===== config.mk =====
export PLATFORM = sky130hd
export DESIGN_NAME = control_unit_fsm
export DESIGN_NICKNAME = d
export VERILOG_FILES = /design/src/rtl/ctrl_pkg.sv /design/src/rtl/control_unit_fsm.sv
export SDC_FILE = /design/constraint.sdc
export NUM_CORES = 1
export LEC_CHECK = 0
export BUFFER_PORTS_ARGS = -buffer_cell sky130_fd_sc_hd__buf_4
export CAP_MARGIN = 20
export CORE_MARGIN = 3
export CORE_UTILIZATION = 47
export CTS_CLUSTER_DIAMETER = 120
export DETAILED_ROUTE_END_ITERATION = 16
export PLACE_DENSITY_LB_ADDON = 0.08
export SYNTH_ARGS = -nofsm -noshare
export SYNTH_HDL_FRONTEND = slang
export SYNTH_SLANG_ARGS = --single-unit
export TNS_END_PERCENT = 50

===== constraint.sdc =====
create_clock -name clk -period 2.59 [get_ports clk]
set_input_delay 0.259 -clock clk [delete_from_list [all_inputs] [get_ports clk]]
set_output_delay 0.259 -clock clk [all_outputs]
set_load 0.005 [all_outputs]

===== src/rtl/ctrl_pkg.sv =====
// Shared encodings for the multicycle control unit and the datapath muxes it steers.
// Holds the state set, the MIPS opcode/funct values and the select/ALU codes.
package ctrl_pkg;

    typedef enum logic [3:0] {
        S_RESET   = 4'd0,
        S_FETCH   = 4'd1,
        S_DECODE  = 4'd2,
        S_EXEC_R  = 4'd3,
        S_WB_R    = 4'd4,
        S_EXEC_I  = 4'd5,
        S_WB_I    = 4'd6,
        S_ADDR    = 4'd7,
        S_MEM_RD  = 4'd8,
        S_WB_LW   = 4'd9,
        S_MEM_WR  = 4'd10,
        S_BRANCH  = 4'd11,
        S_JUMP    = 4'd12,
        S_EXC_OVF = 4'd13,
        S_EXC_OPC = 4'd14
    } state_t;

    localparam logic [5:0] OP_RTYPE = 6'h00;
    localparam logic [5:0] OP_J     = 6'h02;
    localparam logic [5:0] OP_BEQ   = 6'h04;
    localparam logic [5:0] OP_ADDI  = 6'h08;
    localparam logic [5:0] OP_LW    = 6'h23;
    localparam logic [5:0] OP_SW    = 6'h2B;

    localparam logic [5:0] FN_ADD   = 6'h20;
    localparam logic [5:0] FN_SUB   = 6'h22;
    localparam logic [5:0] FN_AND   = 6'h24;

    localparam logic [2:0] ALU_NOP  = 3'b000;
    localparam logic [2:0] ALU_ADD  = 3'b001;
    localparam logic [2:0] ALU_SUB  = 3'b010;
    localparam logic [2:0] ALU_AND  = 3'b011;

    localparam logic [1:0] SRCB_B      = 2'b00;
    localparam logic [1:0] SRCB_FOUR   = 2'b01;
    localparam logic [1:0] SRCB_IMM    = 2'b10;
    localparam logic [1:0] SRCB_IMM_SH = 2'b11;

    localparam logic [1:0] PCSRC_ALU    = 2'b00;
    localparam logic [1:0] PCSRC_ALUOUT = 2'b01;
    localparam logic [1:0] PCSRC_JUMP   = 2'b10;

    typedef struct packed {
        logic       pc_write;
        logic       pc_write_cond;
        logic       ir_write;
        logic       mem_write;
        logic       mdr_write;
        logic       ab_write;
        logic       alu_out_write;
        logic       reg_write;
        logic       iord;
        logic       alu_src_a;
        logic       mem_to_reg;
        logic       reg_dst;
        logic [1:0] alu_src_b;
        logic [1:0] pc_source;
        logic [2:0] alu_op;
        logic       exc_ovf;
        logic       exc_opc;
    } ctrl_out_t;

    // ALU_NOP doubles as "unsupported R-type funct".
    function automatic logic [2:0] rtype_alu_op(input logic [5:0] fn);
        logic [2:0] op;
        case (fn)
            FN_ADD:  op = ALU_ADD;
            FN_SUB:  op = ALU_SUB;
            FN_AND:  op = ALU_AND;
            default: op = ALU_NOP;
        endcase
        return op;
    endfunction

endpackage


===== src/rtl/control_unit_fsm.sv =====
// Multicycle MIPS-subset control FSM; all datapath selects and write enables are
// decoded from the registered state and wait counter only.
//
//   state     | meaning
//   ----------+------------------------------------------------------
//   RESET     | all outputs idle, go fetch
//   FETCH     | read instr, PC+4; IR/PC written on last wait count
//   DECODE    | load A/B, precompute branch target, dispatch
//   EXEC_R    | R-type ALU op (add/sub/and)
//   WB_R      | write ALUOut to rd
//   EXEC_I    | addi ALU op
//   WB_I      | write ALUOut to rt
//   ADDR      | effective address for lw/sw
//   MEM_RD    | data read; MDR written on last wait count
//   WB_LW     | write MDR to rt
//   MEM_WR    | single-cycle store
//   BRANCH    | beq compare, conditional PC write
//   JUMP      | PC <= jump target
//   EXC_OVF   | arithmetic overflow pulse
//   EXC_OPC   | illegal opcode/funct pulse
module control_unit_fsm #(
    parameter int MEM_WAIT = 1   // 0..7 extra memory cycles
) (
    input  logic       clk,
    input  logic       reset,
    input  logic [5:0] opcode,
    input  logic [5:0] funct,
    input  logic       zero,
    input  logic       overflow,
    output logic       pc_write,
    output logic       pc_write_cond,
    output logic       ir_write,
    output logic       mem_write,
    output logic       mdr_write,
    output logic       ab_write,
    output logic       alu_out_write,
    output logic       reg_write,
    output logic       iord,
    output logic       alu_src_a,
    output logic       mem_to_reg,
    output logic       reg_dst,
    output logic [1:0] alu_src_b,
    output logic [1:0] pc_source,
    output logic [2:0] alu_op,
    output logic       exc_ovf,
    output logic       exc_opc
);
    import ctrl_pkg::*;

    localparam int CW = (MEM_WAIT > 0) ? $clog2(MEM_WAIT + 1) : 1;
    localparam logic [CW-1:0] WAIT_LAST = CW'(MEM_WAIT);

    state_t          state_q, state_d;
    logic [CW-1:0]   cnt_q, cnt_d;
    logic [2:0]      ralu_q, ralu_d;
    logic            wait_done;
    ctrl_out_t       out;

    // The branch outcome is resolved in the datapath, not here.
    logic unused_zero;
    assign unused_zero = zero;

    assign wait_done = (cnt_q == WAIT_LAST);

    always_ff @(posedge clk) begin
        if (reset) begin
            state_q <= S_RESET;
            cnt_q   <= '0;
            ralu_q  <= ALU_NOP;
        end else begin
            state_q <= state_d;
            cnt_q   <= cnt_d;
            ralu_q  <= ralu_d;
        end
    end

    // Counter is zero in every state except while counting, so it is cleared on entry.
    always_comb begin
        state_d = state_q;
        cnt_d   = '0;
        ralu_d  = ralu_q;
        case (state_q)
            S_RESET: state_d = S_FETCH;
            S_FETCH: begin
                if (wait_done) state_d = S_DECODE;
                else           cnt_d   = cnt_q + 1'b1;
            end
            S_DECODE: begin
                ralu_d = rtype_alu_op(funct);
                case (opcode)
                    OP_RTYPE: state_d = (rtype_alu_op(funct) != ALU_NOP) ? S_EXEC_R : S_EXC_OPC;
                    OP_ADDI:  state_d = S_EXEC_I;
                    OP_LW:    state_d = S_ADDR;
                    OP_SW:    state_d = S_ADDR;
                    OP_BEQ:   state_d = S_BRANCH;
                    OP_J:     state_d = S_JUMP;
                    default:  state_d = S_EXC_OPC;
                endcase
            end
            S_EXEC_R: state_d = (overflow && (funct != FN_AND)) ? S_EXC_OVF : S_WB_R;
            S_EXEC_I: state_d = overflow ? S_EXC_OVF : S_WB_I;
            S_ADDR:   state_d = (opcode == OP_SW) ? S_MEM_WR : S_MEM_RD;
            S_MEM_RD: begin
                if (wait_done) state_d = S_WB_LW;
                else           cnt_d   = cnt_q + 1'b1;
            end
            S_WB_R, S_WB_I, S_WB_LW, S_MEM_WR, S_BRANCH, S_JUMP,
            S_EXC_OVF, S_EXC_OPC: state_d = S_FETCH;
            default:  state_d = S_RESET;
        endcase
    end

    always_comb begin
        out = '0;
        case (state_q)
            S_FETCH: begin
                out.alu_src_b = SRCB_FOUR;
                out.alu_op    = ALU_ADD;
                out.pc_source = PCSRC_ALU;
                out.ir_write  = wait_done;
                out.pc_write  = wait_done;
            end
            S_DECODE: begin
                out.alu_src_b     = SRCB_IMM_SH;
                out.alu_op        = ALU_ADD;
                out.alu_out_write = 1'b1;
                out.ab_write      = 1'b1;
            end
            S_EXEC_R: begin
                out.alu_src_a     = 1'b1;
                out.alu_src_b     = SRCB_B;
                out.alu_op        = ralu_q;
                out.alu_out_write = 1'b1;
            end
            S_WB_R: begin
                out.reg_dst   = 1'b1;
                out.reg_write = 1'b1;
            end
            S_EXEC_I, S_ADDR: begin
                out.alu_src_a     = 1'b1;
                out.alu_src_b     = SRCB_IMM;
                out.alu_op        = ALU_ADD;
                out.alu_out_write = 1'b1;
            end
            S_WB_I:   out.reg_write = 1'b1;
            S_MEM_RD: begin
                out.iord      = 1'b1;
                out.mdr_write = wait_done;
            end
            S_WB_LW: begin
                out.mem_to_reg = 1'b1;
                out.reg_write  = 1'b1;
            end
            S_MEM_WR: begin
                out.iord      = 1'b1;
                out.mem_write = 1'b1;
            end
            S_BRANCH: begin
                out.alu_src_a     = 1'b1;
                out.alu_src_b     = SRCB_B;
                out.alu_op        = ALU_SUB;
                out.pc_write_cond = 1'b1;
                out.pc_source     = PCSRC_ALUOUT;
            end
            S_JUMP: begin
                out.pc_source = PCSRC_JUMP;
                out.pc_write  = 1'b1;
            end
            S_EXC_OVF: out.exc_ovf = 1'b1;
            S_EXC_OPC: out.exc_opc = 1'b1;
            default:   out = '0;
        endcase
    end

    assign pc_write      = out.pc_write;
    assign pc_write_cond = out.pc_write_cond;
    assign ir_write      = out.ir_write;
    assign mem_write     = out.mem_write;
    assign mdr_write     = out.mdr_write;
    assign ab_write      = out.ab_write;
    assign alu_out_write = out.alu_out_write;
    assign reg_write     = out.reg_write;
    assign iord          = out.iord;
    assign alu_src_a     = out.alu_src_a;
    assign mem_to_reg    = out.mem_to_reg;
    assign reg_dst       = out.reg_dst;
    assign alu_src_b     = out.alu_src_b;
    assign pc_source     = out.pc_source;
    assign alu_op        = out.alu_op;
    assign exc_ovf       = out.exc_ovf;
    assign exc_opc       = out.exc_opc;

endmodule


==> summary.txt <==
Outcome
  – Status: finished, final reports clean

CTS
  – Worst-path clk slew: roughly 0.050 ns
  – Clock sink count: 7
  – Postcts setup bufs: 0
  – CTS Buf Count: 3
  – CTS Buffer Depth: 2
  – Hold buffers post-CTS: 0
  – Later-pin clock latency in the skew report: approximately 0.26 ns
  – CTS tree: built
  – CTS H-tree depth: 1
  – Cts repair resizes: 0
  – Root buffer selected by CTS: clkbuf_4

Placed design
  – Inst Count DP: about 150
  – Post-DP Area: roughly 950 um^2
  – Final weighted congestion in routability-driven placement: between 0.8 and 0.9
  – PortBufs: 34
  – Worst slack at placement: between 0.7 and 0.8 ns
  – DP HPWL: around 1.6 mm

Timing
  – Maximum clock frequency: ~530 MHz
  – RSZ-0062 raised after global routing: no
  – Final Setup Violations: 0
  – Hold slack: 0.193 ns
  – Slew Viols, Final: 0
  – Worst rel slew slack: between 60% and 70%
  – Setup TNS: 0 ns
  – Worst-margin pin slew: between 0.5 and 0.6 ns
  – Post-route minimum period: 1.88 ns
  – Final Hold Fails: 0
  – Final Cycle Share: 72.7%
  – Final setup margin: 0.706 ns
  – Setup Skew: 0.00523 ns

Worst setup path
  – CP Cell Sequence: nand2b_1, or3_1, nor2_1, buf_4
  – CP max FO: 12
  – Setup crit start kind: flip-flop
  – Worst setup EP type: primary output
  – Family with the most delay on the worst path: simple AND/OR/NAND/NOR gates
  – Critical Path Slowest Stage Cell: dfxtp_1
  – Critical path depth in cells: 4
  – Crit Path Class: flip-flop to primary output
  – Worst stage delay on the critical path: 0.43 ns
  – Worst Reg-to-Reg Cells: 5
  – Worst EP arrival: ~1.6 ns
  – Req. time, crit path: about 2.3 ns
  – WP buf/inv: 1

Yosys
  – Proportion of synthesized area in mux cells: 0%
  – Async S/R FF share, synth: 0%
  – Mapped Cells: 108
  – Post-synth top flop: dfxtp_1
  – Top-area cell type share of the netlist area: approximately a fifth
  – Area contributors post-synth: dfxtp_1 (20%), nor2_1 (7.4%), nor3_1 (7.0%)
  – Synth Area in Compound Gates: approximately a quarter
  – Register bit total from synthesis: 7
  – Avg Synthesized Cell Area: between 6 and 7 um^2
  – Post-Syn Area: a little over 700 um^2
  – Distinct cells, synth: 38
  – Synth area leader: dfxtp_1
  – Largest family of logic cells by synthesized area: simple AND/OR/NAND/NOR gates
  – Synth Warn #: 0
  – Simple-gate share of the synthesized area: roughly two fifths
  – Post-synth EDFFs: 0
  – Syn_nets: about 120
  – Post-synthesis adder-cell area fraction: 0%
  – Seq/Total Area, Yosys: around a fifth
  – XOR/XNOR Fraction of Synth Area: under 10%

Route
  – Vias per inst: approximately 6.1
  – DR iter-0 viols: 20
  – Routed vias: about 940
  – Final Routed Wirelength: 2.09 mm
  – DRT antenna net count: 0
  – DRC viols: 0
  – Routed length per instance: roughly 14 um
  – DRT Pass-1 Iters: 4

Global route
  – Number of global-route vias before repair: 790
  – Pin count of the biggest net entering global routing: 19
  – Initial antenna violation count: 0
  – Gr ovfl total: 0
  – Global-route wire length before repair: around 3.4 mm
  – GRT Resource Usage Total: around 23%

Floorplanning
  – Starting Density: between 50% and 60%
  – # IOs: 37
  – Site row count: 13
  – Die area: around 2000 um^2
  – Core ar.: 1370 um^2
  – Die Y: between 40 and 50 um
  – Die width: approximately 45 um

Job
  – Max-cap violations: 0

Hold path
  – Worst hold stages: 2
  – Worst hold path class: input pin to flip-flop

Finish
  – Layout Cells excl Fill: around 150
  – Share of layout cells above drive strength 1: roughly 28%
  – Final instance area: around 1000 um^2
  – Layout area overhead: 37.3%
  – Number of antenna diodes: 0
  – Commonest non-fill, non-tap cell in the layout: buf_4
  – Fin nets: 155
  – Commonest cells after routing, fill and taps aside: buf_4 (35), nor2_1 (14), nor3_1 (10)

Power and ir drop
  – Max rail drop VDD: roughly 0.38 mV
  – Leak: 0.401 nW
  – Pwr Density: approximately 880 nW/um^2
## synthesized netlist by cell type, types with 2 or more instances
master,number
clkbuf_1,7
buf_4,2
inv_1,3
or4_1,2
a211oi_1,2
nor2_1,14
nor2b_1,2
a21oi_1,9
nand2_1,9
xnor2_1,4
or3_1,2
o22ai_1,3
nand2b_1,6
nor3_1,10
dfxtp_1,7
nor4_1,2
o21ai_0,3
## layout make-up
cell class / instances / area (um^2)
Tap cell: 15 / 18.8
Timing Repair Buffer: 35 / 263
Sequential cell: 7 / 140
Multi-Input combinational cell: 89 / 522
Fill cell: 121 / 385
Inverter: 3 / 11.3
Clock buffer: 4 / 26.3
## per-stage QoR
step / total power [mW] / utilization (%)
6_report: 0.866 / 71.8
3_5_place_dp: 0.761 / 69.9
5_1_grt: 0.949 / 71.8
4_1_cts: 0.867 / 71.8
3_3_place_gp: 0.748 / 69.9
2_1_floorplan: 0.541 / -
## per-layer routing
metal / vias to the layer above / global-route usage, % / share of wire [%]
met5: - / 0 / 0
met4: 0 / 14.6 / 2.7
met3: 5 / 3.98 / 8.7
met2: 45 / 41.5 / 51
met1: 436 / 24.2 / 38
li1: 453 / - / -
## cell families (layout without fill, tap and decap cells)
family / Yosys count / after routing
AO/OA/AOI/OAI: 28 / 28
other: 1 / 1
XOR/XNOR: 5 / 5
AND/OR/NAND/NOR: 55 / 55
flip-flops: 7 / 7
buffers and inverters: 12 / 42
## state kept, by name, indices dropped and copies added (netlist names)
register  count
cnt_q         1
ralu_q        2
state_q       4
## worst paths after layout
kind | slack (ns) | to | from
worst max-delay path | 0.71 | mdr_write | state_q[1]
worst min-delay path | 0.19 | ralu_q[0] | reset
worst max register to register | 0.95 | state_q[3] | state_q[1]
worst min register to register | 0.53 | ralu_q[1] | ralu_q[1]
## power by group
group	switching (mW)	total, mW	internal, mW
Clock	0.0430	0.102	0.0590
Combinational	0.270	0.537	0.268
Sequential	0.0843	0.227	0.143
Total	0.397	0.866	0.469
## worst reg2reg max path, cell delays in order (launching register included)
cell and delay, ns:
dfxtp_1 0.57, nand2b_1 0.31, or3_1 0.20, o211ai_1 0.11
a211oi_1 0.23, a22oi_1 0.10
No activity file was read; power rests on OpenSTA's default activity.
